### config.mk
export PLATFORM = sky130hd
export DESIGN_NAME = block_exp_restore
export DESIGN_NICKNAME = d
export VERILOG_FILES = /design/src/rtl/bfp_pkg.sv /design/src/rtl/exp_restore_lane.sv /design/src/rtl/block_exp_restore.sv
export SDC_FILE = /design/constraint.sdc
export NUM_CORES = 1
export LEC_CHECK = 0
export CELL_PAD_IN_SITES_DETAIL_PLACEMENT = 0
export CELL_PAD_IN_SITES_GLOBAL_PLACEMENT = 1
export CORE_MARGIN = 2
export CORE_UTILIZATION = 34
export DETAILED_ROUTE_END_ITERATION = 7
export PLACE_DENSITY_LB_ADDON = 0.1
export SLEW_MARGIN = 20
export SYNTH_ARGS = -nofsm -noshare
export SYNTH_HDL_FRONTEND = slang
export SYNTH_SLANG_ARGS = --single-unit
### constraint.sdc
create_clock -name clk -period 2.1 [get_ports clk]
set_input_delay 0.63 -clock clk [delete_from_list [all_inputs] [get_ports clk]]
set_output_delay 0.63 -clock clk [all_outputs]
set_load 0.005 [all_outputs]
### src/rtl/bfp_pkg.sv
// Shared block-floating-point constants and stream FSM state encoding.
// Used by the exponent restore, reciprocal and max-exponent finder blocks.
package bfp_pkg;

    localparam int EXP_W   = 4;
    localparam int BIAS    = 1 << (EXP_W - 1);
    localparam int FRAME   = 64;
    localparam int EXP_MAX = (1 << EXP_W) - 1;

    typedef enum logic {
        IDLE   = 1'b0,
        STREAM = 1'b1
    } state_t;

endpackage

### src/rtl/exp_restore_lane.sv
// Purpose: one lane of exponent denormalisation, e + max_exp - BIAS with zero/underflow/saturate.
// Latency: combinational.
// Backpressure: none; the parent's output register provides the handshake.
module exp_restore_lane
    import bfp_pkg::*;
(
    input  logic [EXP_W-1:0] e,
    input  logic [EXP_W-1:0] max_exp,
    output logic [EXP_W-1:0] r,
    output logic             sat
);

    localparam logic signed [EXP_W+1:0] BIAS_S = (EXP_W + 2)'(BIAS);
    localparam logic signed [EXP_W+1:0] MAX_S  = (EXP_W + 2)'(EXP_MAX);

    logic signed [EXP_W+1:0] t;

    always_comb begin
        t   = $signed({2'b00, e}) + $signed({2'b00, max_exp}) - BIAS_S;
        r   = '0;
        sat = 1'b0;
        // A zero input is a zero/denormal and must stay zero whatever max_exp is.
        if (e == '0) begin
            r = '0;
        end else if (t[EXP_W+1] || (t == '0)) begin
            r = '0;
        end else if (t > MAX_S) begin
            r   = EXP_W'(EXP_MAX);
            sat = 1'b1;
        end else begin
            r = t[EXP_W-1:0];
        end
    end

endmodule

### src/rtl/block_exp_restore.sv
// Purpose: streaming exponent denormaliser; one block exponent per frame, then FRAME/LANES beats.
// Latency: 1 cycle from input handshake to out_valid; full rate with continuous out_ready.
// Backpressure: in_ready = !out_valid || out_ready in STREAM; EXP_RESTORE_OVF_FLAG_EN adds ovf_flag.
module block_exp_restore
    import bfp_pkg::*;
#(
    parameter int LANES = 4
) (
    input  logic                   clk,
    input  logic                   rst_n,
    input  logic                   blk_exp_valid,
    output logic                   blk_exp_ready,
    input  logic [EXP_W-1:0]       blk_exp,
    input  logic                   in_valid,
    output logic                   in_ready,
    input  logic [LANES*EXP_W-1:0] in_exp,
    output logic                   out_valid,
    input  logic                   out_ready,
    output logic [LANES*EXP_W-1:0] out_exp,
    output logic                   out_last
`ifdef EXP_RESTORE_OVF_FLAG_EN
    ,
    output logic                   ovf_flag
`endif
);

    localparam int BEATS = FRAME / LANES;
    localparam int CNT_W = (BEATS > 1) ? $clog2(BEATS) : 1;
    localparam logic [CNT_W-1:0] LAST_CNT = CNT_W'(BEATS - 1);

    state_t                   state_q, state_d;
    logic [EXP_W-1:0]         max_exp_q;
    logic [CNT_W-1:0]         cnt_q;
    logic [LANES*EXP_W-1:0]   restored;
    logic [LANES-1:0]         lane_sat;
    logic                     blk_hs;
    logic                     in_hs;
    logic                     last_beat;

    for (genvar i = 0; i < LANES; i++) begin : gen_lane
        exp_restore_lane u_lane (
            .e       (in_exp[EXP_W*i +: EXP_W]),
            .max_exp (max_exp_q),
            .r       (restored[EXP_W*i +: EXP_W]),
            .sat     (lane_sat[i])
        );
    end

    assign last_beat = (cnt_q == LAST_CNT);
    assign blk_hs    = blk_exp_valid && blk_exp_ready;
    assign in_hs     = in_valid && in_ready;

    always_comb begin
        state_d       = state_q;
        blk_exp_ready = 1'b0;
        in_ready      = 1'b0;
        case (state_q)
            IDLE: begin
                blk_exp_ready = 1'b1;
                if (blk_exp_valid) begin
                    state_d = STREAM;
                end
            end
            STREAM: begin
                in_ready = !out_valid || out_ready;
                if (in_valid && in_ready && last_beat) begin
                    state_d = IDLE;
                end
            end
            default: state_d = IDLE;
        endcase
    end

    always_ff @(posedge clk or negedge rst_n) begin
        if (!rst_n) begin
            state_q   <= IDLE;
            max_exp_q <= '0;
            cnt_q     <= '0;
        end else begin
            state_q <= state_d;
            if (blk_hs) begin
                max_exp_q <= blk_exp;
                cnt_q     <= '0;
            end else if (in_hs) begin
                cnt_q <= cnt_q + 1'b1;
            end
        end
    end

    // Output register keeps its data after a pop; only out_valid drops.
    always_ff @(posedge clk or negedge rst_n) begin
        if (!rst_n) begin
            out_valid <= 1'b0;
            out_exp   <= '0;
            out_last  <= 1'b0;
        end else if (in_hs) begin
            out_valid <= 1'b1;
            out_exp   <= restored;
            out_last  <= last_beat;
        end else if (out_ready) begin
            out_valid <= 1'b0;
        end
    end

`ifdef EXP_RESTORE_OVF_FLAG_EN
    // The flag travels with its beat so a stalled out_last keeps its own frame's value.
    logic ovf_acc_q;

    always_ff @(posedge clk or negedge rst_n) begin
        if (!rst_n) begin
            ovf_acc_q <= 1'b0;
            ovf_flag  <= 1'b0;
        end else begin
            if (blk_hs) begin
                ovf_acc_q <= 1'b0;
            end else if (in_hs) begin
                ovf_acc_q <= ovf_acc_q | (|lane_sat);
            end
            if (in_hs) begin
                ovf_flag <= ovf_acc_q | (|lane_sat);
            end
        end
    end
`else
    logic unused_sat;
    assign unused_sat = ^lane_sat;
`endif

endmodule
-- Word-level counts from Yosys, hierarchy flattened
Index checks and enable logic that the tools add are counted.
Widths: inputs -> output; s select.
- order comparisons: 4
- divide/modulo/power cells: 0
- reduce and logical (&&, ||, !) cells: 20
- shift operators: 0
- eq/ne operators: 1
- multipliers: 0
- bitwise gates (word level): 1
- mux-type cells: 21
- add/subtract/negate cells: 9
- operators by type and width (cell ; count):
    $mux 4 ; 14
    $gt 6x5->1 const B ; 4
    $logic_not 6->1 ; 4
    $sub 6x5->6 const B ; 4
    $add 4x4->5 ; 4
    $logic_not 4->1 ; 4
    $mux 1 ; 6
    $logic_or 1x1->1 ; 5
    $add 4x1->4 const B ; 1
    $eq 4x4->1 const B ; 1
    $logic_and 1x1->1 ; 4
    $reduce_bool 2->1 ; 2
    $pmux 1 s2 ; 1
    $logic_not 1->1 ; 1
    $not 1->1 ; 1
- register bits after elaboration: 27
- memories kept: 0
- bits of input ports: 25
- RAM bits: 0
- logic and storage cells: 62
- bits in latches: 0
- bits in read-only memories: 0

-- Logic depth before layout (Yosys ltp)
Gate-level depths: netlist (run 1).
- word-level depth: 6
- gate-level depth with buffers: 8

-- Modules after synthesis
Synthesis (run 1) repeated with hierarchy kept, for this count alone.
- cells, all modules: 248
- area, all modules: 2522.4 um2
- modules (own cells, without submodules) (module ; cells each ; area each (um2) ; times used):
    block_exp_restore ; 84 ; 1176.1 ; 1
    exp_restore_lane at gen_lane[0].u_lane ... ; 41 ; 334.1 ; 2
    exp_restore_lane at gen_lane[2].u_lane ; 41 ; 346.6 ; 1
    exp_restore_lane at gen_lane[1].u_lane ; 41 ; 331.6 ; 1

-- Worst setup path after synthesis (run 1)
OpenSTA, ideal clock, no wires.
- path type: input to register
- start: input port in_exp[0]
- end: register out_exp[0]
- path slack: -0.325 ns
- stages on the path: 8
- path buffers: 0
- library setup time: 0.133 ns
- data arrival time: 2.292 ns
- path through: ha_1 -> fa_1 -> a21o_1 -> a21o_1 -> ha_1 -> nand4_1 -> mux2i_1 -> o31ai_1
- cells in the longest elaborated chain, start to end: 6
- elaborated cells on any way between the ends: 9
- classes of those cells: 2 x add/sub; 1 x order compare; 3 x mux; 3 x reduce/logical
- ends and longest elaborated chain (item ; line ; RTL):
    from (decl) ; block_exp_restore.sv:16 ; input logic [LANES*EXP_W-1:0] in_exp,
    $add 4x4->5 ; exp_restore_lane.sv:19 ; t = $signed({2'b00, e}) + $signed({2'b00, max_exp}) - BIAS_S;
    $sub 6x5->6 ; exp_restore_lane.sv:19 ;
    $gt 6x5->1 / $logic_not 6->1 (equally long branches) ; exp_restore_lane.sv:27, exp_restore_lane.sv:25 ;
    $mux 4 / $logic_or 1x1->1 (equally long branches) ; exp_restore_lane.sv:27, exp_restore_lane.sv:25 ;
    $mux 4 ; exp_restore_lane.sv:25 ; end else if (t[EXP_W+1] || (t == '0)) begin
    $mux 4 * ; exp_restore_lane.sv:23 ; if (e == '0) begin
    to (signal assigned) ; block_exp_restore.sv:98 ; out_exp <= restored;
    to (decl) ; block_exp_restore.sv:19 ; output logic [LANES*EXP_W-1:0] out_exp,
Mark *: on every way between the ends. The rest lies on a longest branch, timed or not.
A chain may end at the register's enable or synchronous reset.

-- Final worst setup path (run 1)
- start: register max_exp_q[0]
- end: register out_exp[13]
- cells in the longest elaborated chain, start to end: 6
- elaborated cells on any way between the ends: 8
- classes of those cells: 2 x add/sub; 1 x order compare; 3 x mux; 2 x reduce/logical
- ends and longest elaborated chain (item ; line ; RTL):
    from (decl) ; block_exp_restore.sv:32 ; logic [EXP_W-1:0] max_exp_q;
    from (signal assigned) ; block_exp_restore.sv:82 ; max_exp_q <= blk_exp;
    $add 4x4->5 * ; exp_restore_lane.sv:19 ;
    $sub 6x5->6 * ; exp_restore_lane.sv:19 ;
    $gt 6x5->1 / $logic_not 6->1 (equally long branches) ; exp_restore_lane.sv:27, exp_restore_lane.sv:25 ;
    $mux 4 / $logic_or 1x1->1 (equally long branches) ; exp_restore_lane.sv:27, exp_restore_lane.sv:25 ;
    $mux 4 * ; exp_restore_lane.sv:25 ;
    $mux 4 * ; exp_restore_lane.sv:23 ;
Marks and branches as above.

==> results of run 1 <==
critical path: cells and delay by family, from the launching register on:
family / cells / cell delay [ns]
AO/OA/AOI/OAI: 3 / 0.44
adder cells (fa/ha/maj): 3 / 0.82
flip-flops: 1 / 0.52
multiplexers: 1 / 0.27
AND/OR/NAND/NOR: 1 / 0.17
Yosys cell counts:
library cell / number
nand2_1: 34
ha_1: 29
dfrtp_1: 27
o31ai_1: 16
nor2_1: 13
a21o_1: 12
inv_1: 9
xnor2_1: 8
nand4_1: 6
a21oi_1: 5
nor2b_1: 5
fa_1: 4
mux2i_1: 4
nand4b_1: 4
nor4_1: 4
or3_4: 4
nand3_1: 3
clkbuf_1: 2
o21ai_0: 2
and2_1: 1
and3_1: 1
nand2b_2: 1
nand3_2: 1
o21a_1: 1
or3_1: 1
xor2_1: 1
timing repair:
item                                    in CTS  in global routing
setup buffers                               11                  0
endpoints found under the setup margin      17                 16
gates resized for setup                     66                  8
pin swaps                                   36                 14
endpoints found under the hold margin        0                  0
hold buffers                                 0                  0
stage by stage:
stage	setup TNS (ns)	setup WS, ns	hold slack (ns)	instance area [um2]
finish	-3.28	-0.224	0.486	3360
global route	-4.78	-0.332	0.512	3360
CTS	-3.32	-0.236	0.488	3310
detailed placement	-13.71	-0.871	0.464	2980
global placement	-13.42	-0.856	0.462	2980
floorplan	-3.18	-0.227	0.334	2120
per-layer routing:
| metal | routed length, um | track usage |
|---|---|---|
| met5 | 0 | 0 |
| met4 | 65 | 0.0483 |
| met3 | 161 | 0.0170 |
| met2 | 2590 | 0.318 |
| met1 | 2270 | 0.208 |
flip-flops by register name (all words and copies together) (netlist names):
signal,cells
out_last,1
out_exp,16
max_exp_q,4
out_valid,1
state_q,1
cnt_q,4
worst min path at each step:
stage                           start                     end  slack (ns)
6_report         out_last$_DFFE_PN0P_    out_last$_DFFE_PN0P_        0.49
4_1_cts        out_exp[3]$_DFFE_PN0P_  out_exp[3]$_DFFE_PN0P_        0.49
3_5_place_dp   out_exp[0]$_DFFE_PN0P_  out_exp[0]$_DFFE_PN0P_        0.46
2_1_floorplan                   rst_n    cnt_q[0]$_DFFE_PN0P_        0.33
3_3_place_gp     out_last$_DFFE_PN0P_    out_last$_DFFE_PN0P_        0.46
5_1_grt          out_last$_DFFE_PN0P_    out_last$_DFFE_PN0P_        0.51
area by class of cell:
type                       count  area share
tap                           72      0.0268
inverter                       9      0.0101
sequential                    27       0.202
clock buffer                   3      0.0123
timing repair buffer         101       0.252
clock inverter                 1     0.00223
multi-input combinational    160       0.494
kinds of logic after synthesis:
logic type | after synthesis
muxes | 4
DFF | 27
and+or+nand+nor | 78
AOI/OAI and AO/OA | 36
buffers and inverters | 11
adders and majority gates | 33
xor gates and xnor gates | 9
power by group:
part	internal [mW]	switching, mW	leakage [nW]	total [mW]
sequential	0.676	0.122	0.334	0.797
combinational	0.858	0.575	1.16	1.43
clock	0.135	0.175	0.0217	0.310
==> flow_metrics.tcl, run 1 <==
set metrics [dict create \
    cts_made_buffers 3 \
    setup_viol 16 \
    finClkSkew_ns 0.00692 \
    hold_depth 2 \
    ys_seq_area_frac 0.349 \
    fp.coreArea_mm2 0.00551 \
    synth_cell_types 26 \
    cp-start-kind "flip-flop" \
    diodes 0 \
    synth_mux_area_frac 0.0207 \
    synth_nets 256 \
    syn_area_per_cell_um2 9.77 \
    final_max_slew_viol_count 0 \
    worstSetupPathType "flip-flop to flip-flop" \
    cts_tree "yes" \
    grt_usage 0.171 \
    routed_wl_um 5080 \
    fin_util 0.610 \
    status "finished, violations left" \
    hold_path.class "flip-flop to flip-flop" \
    cts_buffer_depth 2 \
    first_pass_iters 4 \
    fmax_mhz 430 \
    cp_data_arrival_time_ns 2.49 \
    chipHeight_um 79.4 \
    ys_top_cells_by_area "dfrtp_1, ha_1, nand2_1, o31ai_1, a21o_1" \
    vias 1820 \
    multiInputGateArea_mm2 0.00166 \
    worstMarginPinSlew_ns 0.434 \
    syn_area_mm2 0.00193 \
    cts_root_buffer "clkbuf_8" \
    dp_hpwl_um 3640 \
    startpoint "max_exp_q[0]$_DFFE_PN0P_" \
    nets 360 \
    io_pins 45 \
    crit_path_top_delay_cell "dfrtp_2" \
    path_cells "ha_4 > fa_2 > a21o_1 > a21o_1 > ha_4 > nand4b_1 > mux2i_4 > o31ai_1" \
    rr_worst_depth 8 \
    slew_headroom 0.711 \
    r2r-start "max_exp_q[0]$_DFFE_PN0P_" \
    layout.cells.non_filler 373 \
    ir_drop_v 0.000346 \
    drive_gt1_frac 0.422 \
    total_leakage_power_nw 1.51 \
    worstSetupEndpointType "flip-flop" \
    antenna_found_initial 0 \
    synthAdderAreaFrac 0.229 \
    vias_per_cell 4.88 \
    p_per_area_mw_per_mm2 756 \
    post-route-period-util 1.11 \
    clock_latency_ns 0.28 \
    drt_iter0_markers 32 \
    layout_commonest_cell "buf_4" \
    power_mw 2.54 \
    synth_top_area_share 0.349 \
    yosys.area_share.simple 0.208 \
    crit_fanout 5 \
    cts.sink_count 27 \
    yosysTopAreaCell "dfrtp_1" \
    cap_viol_max_count 0 \
    violations "setup timing" \
    fin_ws_ns -0.224 \
    critPathCapture "out_exp[13]$_DFFE_PN0P_" \
    grt_pass1_wl_um 8560 \
    cts.reportedPaths.clkPinSlew_ns 0.10 \
    register_area_um2 679 \
    r2r_setup_slack_ns -0.22 \
    final-hold-violation-count 0 \
    wl_per_cell_um 13.6 \
    synth_warnings 0 \
    rsz0062_at_grt "true" \
    drc_errors 0 \
    synth-xor-area-share 0.0408 \
    placed_cells 358 \
    h-tree-depth 1 \
    initial_core_util 0.351 \
    die-area_mm2 0.00631 \
    fillers 465 \
    port_buffers 44 \
    slowest_delay_ns 0.52 \
    final_cell_mix "buf_4, nand2_1, clkdlybuf4s50_1" \
    first_global_vias 1865 \
    grt_max_degree 28 \
    die_w_um 79.4 \
    place_congestion 0.815 \
    synth-compound-area-share 0.131 \
    drtAntennaViolNets 0 \
    required_ns 2.26 \
    synth_top_family_by_area "adder cells" \
    synthCells 198 \
    fp-row-count 27 \
    grt_overflow_total 0 \
    reg2reg_to "out_exp[13]$_DFFE_PN0P_" \
    synth_seq_cells 27 \
    fin_crit_ns 2.32 \
    syn_to_final_growth_pct 73.7 \
]
No activity file was read; power rests on OpenSTA's default activity.
==> inputs of run 2 (changes only) <==
--- a/config.mk
+++ b/config.mk
@@ -11,7 +11,6 @@
 export CORE_UTILIZATION = 34
 export DETAILED_ROUTE_END_ITERATION = 7
 export PLACE_DENSITY_LB_ADDON = 0.1
-export SLEW_MARGIN = 20
 export SYNTH_ARGS = -nofsm -noshare
 export SYNTH_HDL_FRONTEND = slang
 export SYNTH_SLANG_ARGS = --single-unit
==> results of run 2 <==
The final DEF is identical to that of run 1; final timing and power are the same.
==> inputs of run 3 (changes only) <==
==> config.mk (replaced) <==
export PLATFORM = sky130hd
export DESIGN_NAME = block_exp_restore
export DESIGN_NICKNAME = d
export VERILOG_FILES = /design/src/rtl/bfp_pkg.sv /design/src/rtl/exp_restore_lane.sv /design/src/rtl/block_exp_restore.sv
export SDC_FILE = /design/constraint.sdc
export NUM_CORES = 1
export LEC_CHECK = 0
export CORE_ASPECT_RATIO = 2
export CORE_MARGIN = 2
export CORE_UTILIZATION = 45
export DETAILED_ROUTE_END_ITERATION = 7
export PLACE_DENSITY = 0.76
export SYNTH_ARGS = -nofsm -noshare
export SYNTH_HDL_FRONTEND = slang
export SYNTH_SLANG_ARGS = --single-unit
==> run 3 against run 2 <==
Effect of this change: the run still ends with setup timing left; sequential power is 2% higher; clock skew shrank 0.00064 ns; setup slack worse by 0.072 ns; wire length grew 10%; critical path depth up 1; clock power is 5% higher; fmax decreased by 3.0%; worst hold slack gained 0.0013 ns; die area shrank 23%; first-iteration DRC count fell by 16%; cell count is 7.0% lower; critical endpoint is now out_exp[4]$_DFFE_PN0P_; largest power group unchanged.
==> flow_metrics.tcl, run 3 (same netlist as run 1, synthesis figures left out) <==
set metrics [dict create \
    status "finished, violations left" \
    violations "setup timing" \
    drtAntennaViolNets 0 \
    grt-busiest-layer "met2" \
    vias_per_cell 5.40 \
    layout_commonest_cell "buf_4" \
    fp-row-count 33 \
    syn_to_final_growth_pct 71.5 \
    largestRegisters "out_exp (16), cnt_q (4), max_exp_q (4)" \
    r2r_setup_slack_ns -0.30 \
    fmax_mhz 417 \
    diodes 0 \
    power_frac_clock 0.126 \
    crit_fanout 7 \
    grt_usage 0.251 \
    reg2reg_to "out_exp[4]$_DFFE_PN0P_" \
    cts.reportedPaths.clkPinSlew_ns 0.10 \
    finalSetupTns_ns -4.05 \
    ir_drop_v 0.000561 \
    cp_data_arrival_time_ns 2.57 \
    vias 1875 \
    required_ns 2.27 \
    final-hold-violation-count 0 \
    grtUsageMet3 0.0201 \
    die_w_um 50.4 \
    final_cell_mix "buf_4, nand2_1, clkdlybuf4s50_1" \
    slew_headroom 0.691 \
    clock_latency_ns 0.29 \
    p_per_area_mw_per_mm2 778 \
    initial_core_util 0.468 \
    largest_reg_flops 16 \
    crit_path_top_delay_cell "dfrtp_2" \
    worstMarginPinSlew_ns 0.463 \
    io_pins 45 \
    fp.coreArea_mm2 0.00413 \
    antenna_found_initial 0 \
    register_area_um2 678 \
    drc_errors 0 \
    cts_root_buffer "clkbuf_8" \
    cp_num_buf_inv 1 \
    total_leakage_power_nw 1.49 \
    fillers 268 \
    cts_buffer_depth 2 \
    grtUsageMet2 0.499 \
    nets 354 \
    dp_hpwl_um 4110 \
    pwr-share-seq 0.313 \
    routed_wl_um 5590 \
    largest_register "out_exp" \
    grt_pass1_wl_um 9260 \
    finClkSkew_ns 0.00628 \
    multiInputGateArea_mm2 0.00168 \
    switchingPower_mw 0.918 \
    cp-start-kind "flip-flop" \
    path_cells "ha_4 > a21o_1 > a21oi_4 > xnor2_2 > buf_4 > ha_4 > nand4b_1 > mux2i_4 > o31ai_1" \
    met1_usage 0.233 \
    wl_per_cell_um 16.1 \
    worstSetupEndpointType "flip-flop" \
    grt_max_degree 28 \
    drive_gt1_frac 0.407 \
    drt_iter0_markers 27 \
    cts.sink_count 27 \
    crit_path_frequent_cell "ha_4" \
    r2r-start "max_exp_q[1]$_DFFE_PN0P_" \
    fin_crit_ns 2.40 \
    setup_viol 16 \
    power_mw 2.58 \
    cap_viol_max_count 0 \
    place_congestion 0.795 \
    startpoint "max_exp_q[1]$_DFFE_PN0P_" \
    path_delay_family "flip-flops" \
    first_pass_iters 4 \
    worstSetupPathType "flip-flop to flip-flop" \
    grt_overflow_total 0 \
    slowest_delay_ns 0.57 \
    final_max_slew_viol_count 0 \
    hp-start "out_exp[3]$_DFFE_PN0P_" \
    port_buffers 44 \
    hold_depth 2 \
    hold_path.class "flip-flop to flip-flop" \
    die-area_mm2 0.00487 \
    p_sw_frac 0.356 \
    h-tree-depth 1 \
    rr_worst_depth 9 \
    first_global_vias 2065 \
    chipHeight_um 96.7 \
    min_to "out_exp[3]$_DFFE_PN0P_" \
    cts_made_buffers 3 \
    rsz0062_at_grt "true" \
    postCtsHoldBufs 0 \
    post-route-period-util 1.14 \
    power.internal_mw 1.66 \
    cts_tree "yes" \
    fin_ws_ns -0.296 \
    combPwrFrac 0.561 \
]
[run 3: power by group through the flow]
stage | Clock, mW | Sequential, mW | Combinational (mW)
3_3_place_gp | 0 | 0.803 | 1.16
6_report | 0.325 | 0.809 | 1.45
2_1_floorplan | 0 | 0.798 | 0.587
5_1_grt | 0.351 | 0.832 | 1.59
4_1_cts | 0.324 | 0.808 | 1.36
3_5_place_dp | 0 | 0.809 | 1.19
[run 3: worst reg2reg max path, cell delays in order, from the launching register on]
cell	delay, ns
dfrtp_2	0.57
ha_4	0.26
a21o_1	0.20
a21oi_4	0.19
xnor2_2	0.11
buf_4	0.16
ha_4	0.26
nand4b_1	0.18
mux2i_4	0.26
o31ai_1	0.11
[run 3: metal layers]
metal  wire length (um)  vias to the layer above  part of all wire
li1                   -                      903                 -
met1               1900                      902              0.34
met2               3360                       53              0.60
met3                104                       17             0.019
met4                233                        0             0.042
met5                  0                        -                 0
[run 3: final cells by class]
| class | count | share of cell area |
|---|---|---|
| multi-input combinational | 160 | 0.506 |
| timing repair buffer | 95 | 0.245 |
| sequential | 27 | 0.204 |
| tap | 52 | 0.0196 |
| clock buffer | 3 | 0.0124 |
| inverter | 9 | 0.0102 |
| clock inverter | 1 | 0.00264 |
[run 3: what timing repair did]
| action | in CTS | in global routing |
|---|---|---|
| resized for setup | 59 | 12 |
| pin swaps | 24 | 13 |
| buffers inserted | 9 | 1 |
| endpoints found under the setup margin | 17 | 16 |
[run 3: stage by stage]
| stage | cells | hold slack (ns) | worst slack [ns] | cell area, um2 | utilization |
|---|---|---|---|---|---|
| 5_1_grt | 347 | 0.510 | -0.380 | 3320 | 0.803 |
| 3_3_place_gp | 333 | 0.458 | -0.854 | 2920 | 0.708 |
| 2_1_floorplan | 198 | 0.334 | -0.227 | 2120 | - |
| 3_5_place_dp | 333 | 0.468 | -0.895 | 2920 | 0.708 |
| 4_1_cts | 346 | 0.491 | -0.264 | 3220 | 0.781 |
| 6_report | 347 | 0.487 | -0.296 | 3320 | 0.803 |
[run 3: worst max path at each step]
stage                                    endpoint  slack [ns]  depth (start not counted)
final                      out_exp[4]$_DFFE_PN0P_       -0.30                          9
after global routing      out_exp[14]$_DFFE_PN0P_       -0.38                          8
after CTS                  out_exp[7]$_DFFE_PN0P_       -0.26                          8
after detailed placement   out_exp[9]$_DFFE_PN0P_       -0.89                          9
after global placement    out_exp[14]$_DFFE_PN0P_       -0.85                          9
after floorplan            out_exp[6]$_DFFE_PN0P_       -0.23                          8
